===== src/rtl/rr_pop_sched.sv =====
`default_nettype none
// ============================================================================
// rr_pop_sched : round-robin drain stage for a multi-FIFO circular buffer;
//                shadows per-FIFO occupancy and pops into a valid/ready slot.
// Revision     : 1.0
// ============================================================================
module rr_pop_sched #(
  parameter  int NUMELEM = 4,
  parameter  int BITDATA = 4,
  parameter  int NUMFIFO = 8,
  localparam int BITFIFO = $clog2(NUMFIFO),
  localparam int BITELEM = $clog2(NUMELEM)
) (
  input  logic               clk,
  input  logic               rst,
  input  logic               push,
  input  logic [BITFIFO-1:0] pu_prt,
  output logic               pop,
  output logic [BITFIFO-1:0] po_prt,
  input  logic [BITDATA-1:0] po_dout,
  output logic [NUMFIFO-1:0] full,
  output logic               out_vld,
  output logic [BITFIFO-1:0] out_prt,
  output logic [BITDATA-1:0] out_data,
  input  logic               out_rdy,
  output logic               ovf_err
);

  localparam int                 BITCNT     = BITELEM + 1;
  localparam logic [BITCNT-1:0]  C_CNT_FULL = BITCNT'(NUMELEM);
  localparam logic [BITCNT-1:0]  C_CNT_ONE  = BITCNT'(1);
  localparam logic [BITFIFO-1:0] C_RR_INIT  = BITFIFO'(NUMFIFO - 1);

  typedef enum logic {
    S_EMPTY = 1'b0,
    S_FULL  = 1'b1
  } slot_state_t;

  slot_state_t          state_q;
  logic [BITCNT-1:0]    cnt_q [NUMFIFO];
  logic [BITCNT-1:0]    cnt_d [NUMFIFO];
  logic [NUMFIFO-1:0]   req;
  logic [NUMFIFO-1:0]   ovf_hit;
  logic [BITFIFO-1:0]   rr_last_q;
  logic [BITFIFO-1:0]   sel;
  logic [BITFIFO-1:0]   idx;
  logic                 found;
  logic                 can_load;
  logic                 pop_w;
  logic [BITFIFO-1:0]   out_prt_q;
  logic [BITDATA-1:0]   out_data_q;
  logic                 ovf_q;

  assign can_load = (state_q == S_EMPTY) || out_rdy;
  assign pop_w    = can_load && (|req) && !rst;

  // Rotating search starting just after the last served FIFO; the index
  // arithmetic wraps naturally because NUMFIFO is a power of two.
  always_comb begin
    sel   = '0;
    found = 1'b0;
    idx   = '0;
    for (int k = 1; k <= NUMFIFO; k++) begin
      idx = rr_last_q + BITFIFO'(k);
      if (!found && req[idx]) begin
        sel   = idx;
        found = 1'b1;
      end
    end
  end

  assign pop    = pop_w;
  assign po_prt = pop_w ? sel : '0;

  generate
    for (genvar i = 0; i < NUMFIFO; i++) begin : g_cnt
      logic inc;
      logic dec;

      assign inc        = push && (pu_prt == BITFIFO'(i));
      assign dec        = pop_w && (sel == BITFIFO'(i));
      assign req[i]     = (cnt_q[i] != '0);
      assign full[i]    = (cnt_q[i] == C_CNT_FULL);
      assign ovf_hit[i] = inc && !dec && (cnt_q[i] == C_CNT_FULL);

      // A push into a full FIFO is dropped from the count; only the error flag records it.
      always_comb begin
        cnt_d[i] = cnt_q[i];
        if (inc && !dec && (cnt_q[i] != C_CNT_FULL)) begin
          cnt_d[i] = cnt_q[i] + C_CNT_ONE;
        end else if (dec && !inc) begin
          cnt_d[i] = cnt_q[i] - C_CNT_ONE;
        end
      end

      always_ff @(posedge clk or posedge rst) begin
        if (rst) begin
          cnt_q[i] <= '0;
        end else begin
          cnt_q[i] <= cnt_d[i];
        end
      end
    end
  endgenerate

  always_ff @(posedge clk or posedge rst) begin
    if (rst) begin
      state_q    <= S_EMPTY;
      out_prt_q  <= '0;
      out_data_q <= '0;
      rr_last_q  <= C_RR_INIT;
      ovf_q      <= 1'b0;
    end else begin
      if (|ovf_hit) begin
        ovf_q <= 1'b1;
      end
      case (state_q)
        S_EMPTY: begin
          if (pop_w) begin
            state_q    <= S_FULL;
            out_data_q <= po_dout;
            out_prt_q  <= sel;
            rr_last_q  <= sel;
          end
        end
        S_FULL: begin
          // A pop here implies out_rdy, so the old word leaves as the new one lands.
          if (pop_w) begin
            out_data_q <= po_dout;
            out_prt_q  <= sel;
            rr_last_q  <= sel;
          end else if (out_rdy) begin
            state_q <= S_EMPTY;
          end
        end
        default: begin
          state_q <= S_EMPTY;
        end
      endcase
    end
  end

  assign out_vld  = (state_q == S_FULL);
  assign out_prt  = out_prt_q;
  assign out_data = out_data_q;
  assign ovf_err  = ovf_q;

endmodule
`default_nettype wire


===== config.mk =====
export PLATFORM = sky130hd
export DESIGN_NAME = rr_pop_sched
export DESIGN_NICKNAME = d
export VERILOG_FILES = /design/src/rtl/rr_pop_sched.sv
export SDC_FILE = /design/constraint.sdc
export NUM_CORES = 1
export LEC_CHECK = 0
export CAP_MARGIN = 5
export CORE_MARGIN = 1
export CORE_UTILIZATION = 65
export DETAILED_ROUTE_END_ITERATION = 8
export DONT_BUFFER_PORTS = 1
export GPL_ROUTABILITY_DRIVEN = 1
export GPL_TIMING_DRIVEN = 1
export PLACE_DENSITY_LB_ADDON = 0.25
export SETUP_SLACK_MARGIN = 0.05
export SLEW_MARGIN = 20
export SYNTH_ARGS = -nofsm -noshare
export SYNTH_HDL_FRONTEND = slang
export SYNTH_SLANG_ARGS = --single-unit

===== constraint.sdc =====
create_clock -name clk -period 8.25 [get_ports clk]
set_clock_uncertainty 0.1 [all_clocks]
set_input_delay 1.65 -clock clk [delete_from_list [all_inputs] [get_ports clk]]
set_output_delay 1.65 -clock clk [all_outputs]
set_load 0.02 [all_outputs]

==> metrics.md <==
| Metric | Value |
|---|---|
| Final antenna-violating net count | 0 |
| Num CTS Buffers | 5 |
| Nets | 389 |
| DR pass1 iterations | 5 |
| Worst R2R Start | rr_last_q[0] |
| Placer Congestion | 0.9818 |
| Vias in the first global route | about 2,900 |
| Sequential-to-total area share from yosys stat | 0.2668 |
| Area of the mapped netlist | around 3400 um2 |
| Cell with the most instances after synthesis | nand2_1 |
| CP cell instances | inv_2, ha_1, nor4b_1, nor2_1, mux4_2, nand4bb_1, or4_4, o31ai_2, o21ai_2, nor2_1 |
| GR Util All Layers | 0.3389 |
| Sum of buffers and inverters on the critical path | 1 |
| Post-route cell area | approximately 3500 um2 |
| # diodes | 0 |
| Most used DFF post-synth | dfrtp_1 |
| DP HPWL | 6.323 mm |
| Critical Path RT | 6.50 ns |
| Rows | 25 |
| Setup violators final | 0 |
| Remaining global-route overflow | 0 |
| Final max-slew violation count | 0 |
| Count of different cell masters after synthesis | 76 |
| Hold-fix buffer count after cts | 0 |
| Port bufs | 0 |
| CTS tree | yes |
| Worst Tran Pin Value | 0.9492 ns |
| Status | finished, final reports clean |
| Hold path start | cnt_q[2] |
| Clk slew on worst S/H paths | 0.09 ns |
| Most used cell along the critical path | nor2_1 |
| Setup CP Type | reg2out |
| Mapped Cells | 375 |
| Synth top area cells | dfrtp_1 24%, mux4_2 6.0%, fa_1 4.7%, nand2_1 4.6%, nor2_1 3.8% |
| DIE WIDTH | roughly 74 um |
| Initial antenna violation count | 0 |
| Longest Clk Path Bufs | 2 |
| Avg WL per Cell | between 15 and 20 um |
| Max Fclk | between 100 and 150 MHz |
| Slowest cell delay on critical path | 0.86 ns |
| DR iter-0 viols | approximately 280 |
| Period utilization | 0.8228 |
| Hold Slack | between 0.4 and 0.5 ns |
| Setup bufs post-CTS | 0 |
| Hold Violations, Final | 0 |
| Die height | 74.23 um |
| Layout Utilization | 0.7192 |
| Synth-to-layout area growth | 3.506% |
| Worst EP arrival | 5.04 ns |
| CP max FO | 24 |
| Die area | 5509 um2 |
| Reg area | 904.6 um2 |
| Area occupied by multi-input gates | 2342 um2 |
| Avg Cell Area, Syn | 9.042 um2 |
| Post-CTS resize count | 0 |
| Crit path from | rr_last_q[0] |
| Filler cells | 370 |
| DRC | 0 |
| YS warnings | 0 |
| WL final | 8.587 mm |
| Synthesized flop and latch total | 36 |
| Core area | approximately 4900 um2 |
| Top-area cell type share of the netlist area | 0.2435 |
| Layout cell share with drive strength beyond 1 | 0.1436 |
| Post-synth ARST share | 1.000 |
| Setup TNS | 0 ns |
| Element type at the critical path start | flop |
| Slew HR | 0.3658 |
| Starting Density | 0.6949 |
| Slowest-stage cell, CP | ha_1 |
| Synth area leader | dfrtp_1 |
| Clock latency on the worst-skew pair | roughly 0.30 ns |
| HP Class | reg2reg |
| Ports | 32 |
| Drt via density | 7.009 |
| H-Tree Depth | 2 |
| Post-synth EDFFs | 0 |
| RSZ-0062 raised after global routing | no |
| DP Area | about 3400 um2 |
| First-pass GRT wire length | 13.88 mm |
| Min Tclk post-route | roughly 6.8 ns |
| Sink Count | 36 |
| Max Cap Viol | 0 |
| Post-synth top cells | 42 x nand2_1, 34 x nor2_1, 33 x dfrtp_1, 13 x inv_1, 13 x nor3_1 |
| Kind of end point of the critical path | primary output |
| CTS root buf | clkbuf_8 |
| Post-Syn Nets | 396 |
| DR vias | 3,056 |
| Largest net degree at the start of global routing | 38 |
| CP delay by family, top | simple AND/OR/NAND/NOR gates |
## sequential cells by signal, indices dropped and copies added (netlist names)
register   cells
cnt_q         24
ovf_err        1
out_data       4
rr_last_q      3
out_vld        1
out_prt        3
## metal layers
metal  global-route usage  part of all wire  vias to the layer above  wire length, um
li1                     -                 -                     1391                -
met1               0.4349              0.40                     1491             3407
met4               0.1971             0.044                        0              375
met2               0.5323              0.48                      141             4115
met5                    0                 0                        -                0
met3              0.07317             0.080                       33              690
## worst register-to-register path: cells and delay by family (launching register included)
| family | cells | cell delay (ns) |
|---|---|---|
| simple gates | 6 | 1.72 |
| mux | 2 | 0.90 |
| buf+inv | 1 | 0.26 |
| fa+ha+maj | 2 | 1.27 |
| compound gates | 2 | 0.89 |
| flops | 1 | 0.81 |
## final timing paths
check / to / slack, ns / depth (start not counted)
worst max-delay path: po_prt[1] / 1.46 / 10
worst min-delay path: cnt_q[2] / 0.44 / 1
worst max register to register: cnt_q[7] / 2.19 / 13
worst min register to register: cnt_q[2] / 0.44 / 1
max in group asynchronous: rr_last_q[0] / 6.45 / 2
min in group asynchronous: out_data[1] / 1.24 / 2
## placed cells by master (no fill, tap or decap), types with 3 or more instances in the layout
| cell type | count |
|---|---|
| nor2_1 | 34 |
| a211oi_1 | 6 |
| and3_1 | 4 |
| nor3_2 | 6 |
| mux2_1 | 7 |
| nand2_1 | 42 |
| dfstp_2 | 3 |
| dfrtp_1 | 33 |
| nand2b_1 | 12 |
| nand4_1 | 6 |
| mux2i_1 | 10 |
| a21oi_1 | 8 |
| o221ai_1 | 3 |
| o31ai_1 | 4 |
| a311oi_1 | 3 |
| nor3b_1 | 5 |
| o21ai_0 | 10 |
| nor4_1 | 8 |
| and2_1 | 4 |
| o22ai_1 | 4 |
| nor3_1 | 13 |
| fa_1 | 8 |
| nand3_1 | 9 |
| a31oi_1 | 5 |
| o21a_1 | 4 |
| xor2_1 | 9 |
| nor4b_1 | 4 |
| or2_2 | 5 |
| mux2_2 | 4 |
| mux4_2 | 9 |
| xnor2_1 | 9 |
| inv_1 | 13 |
| clkbuf_8 | 5 |
| or3_1 | 6 |
## cell type report
type                            count  area share
Sequential cell                    36      0.2578
Clock inverter                      3     0.01319
Tap cell                           67     0.02389
Clock buffer                        5     0.01961
Timing Repair Buffer                1    0.002139
Multi-Input combinational cell    309      0.6674
Inverter                           15     0.01604
## cells by family after synthesis
family / share of synthesized area
AND/OR/NAND/NOR: 0.2716
XOR/XNOR: 0.04650
flip-flops: 0.2668
AO/OA/AOI/OAI: 0.1771
adder cells (fa/ha/maj): 0.05461
buffers and inverters: 0.04243
multiplexers: 0.1410
## stage by stage
step | cells | worst slack, ns
6_report | 436 | 1.462
4_1_cts | 436 | 1.512
3_3_place_gp | 428 | 1.962
2_1_floorplan | 375 | 2.724
5_1_grt | 436 | 1.175
3_5_place_dp | 428 | 1.829
Power is left out: the tool's default activity adds up to more than one toggle a clock period on the data nets, which glitch-free logic cannot reach.
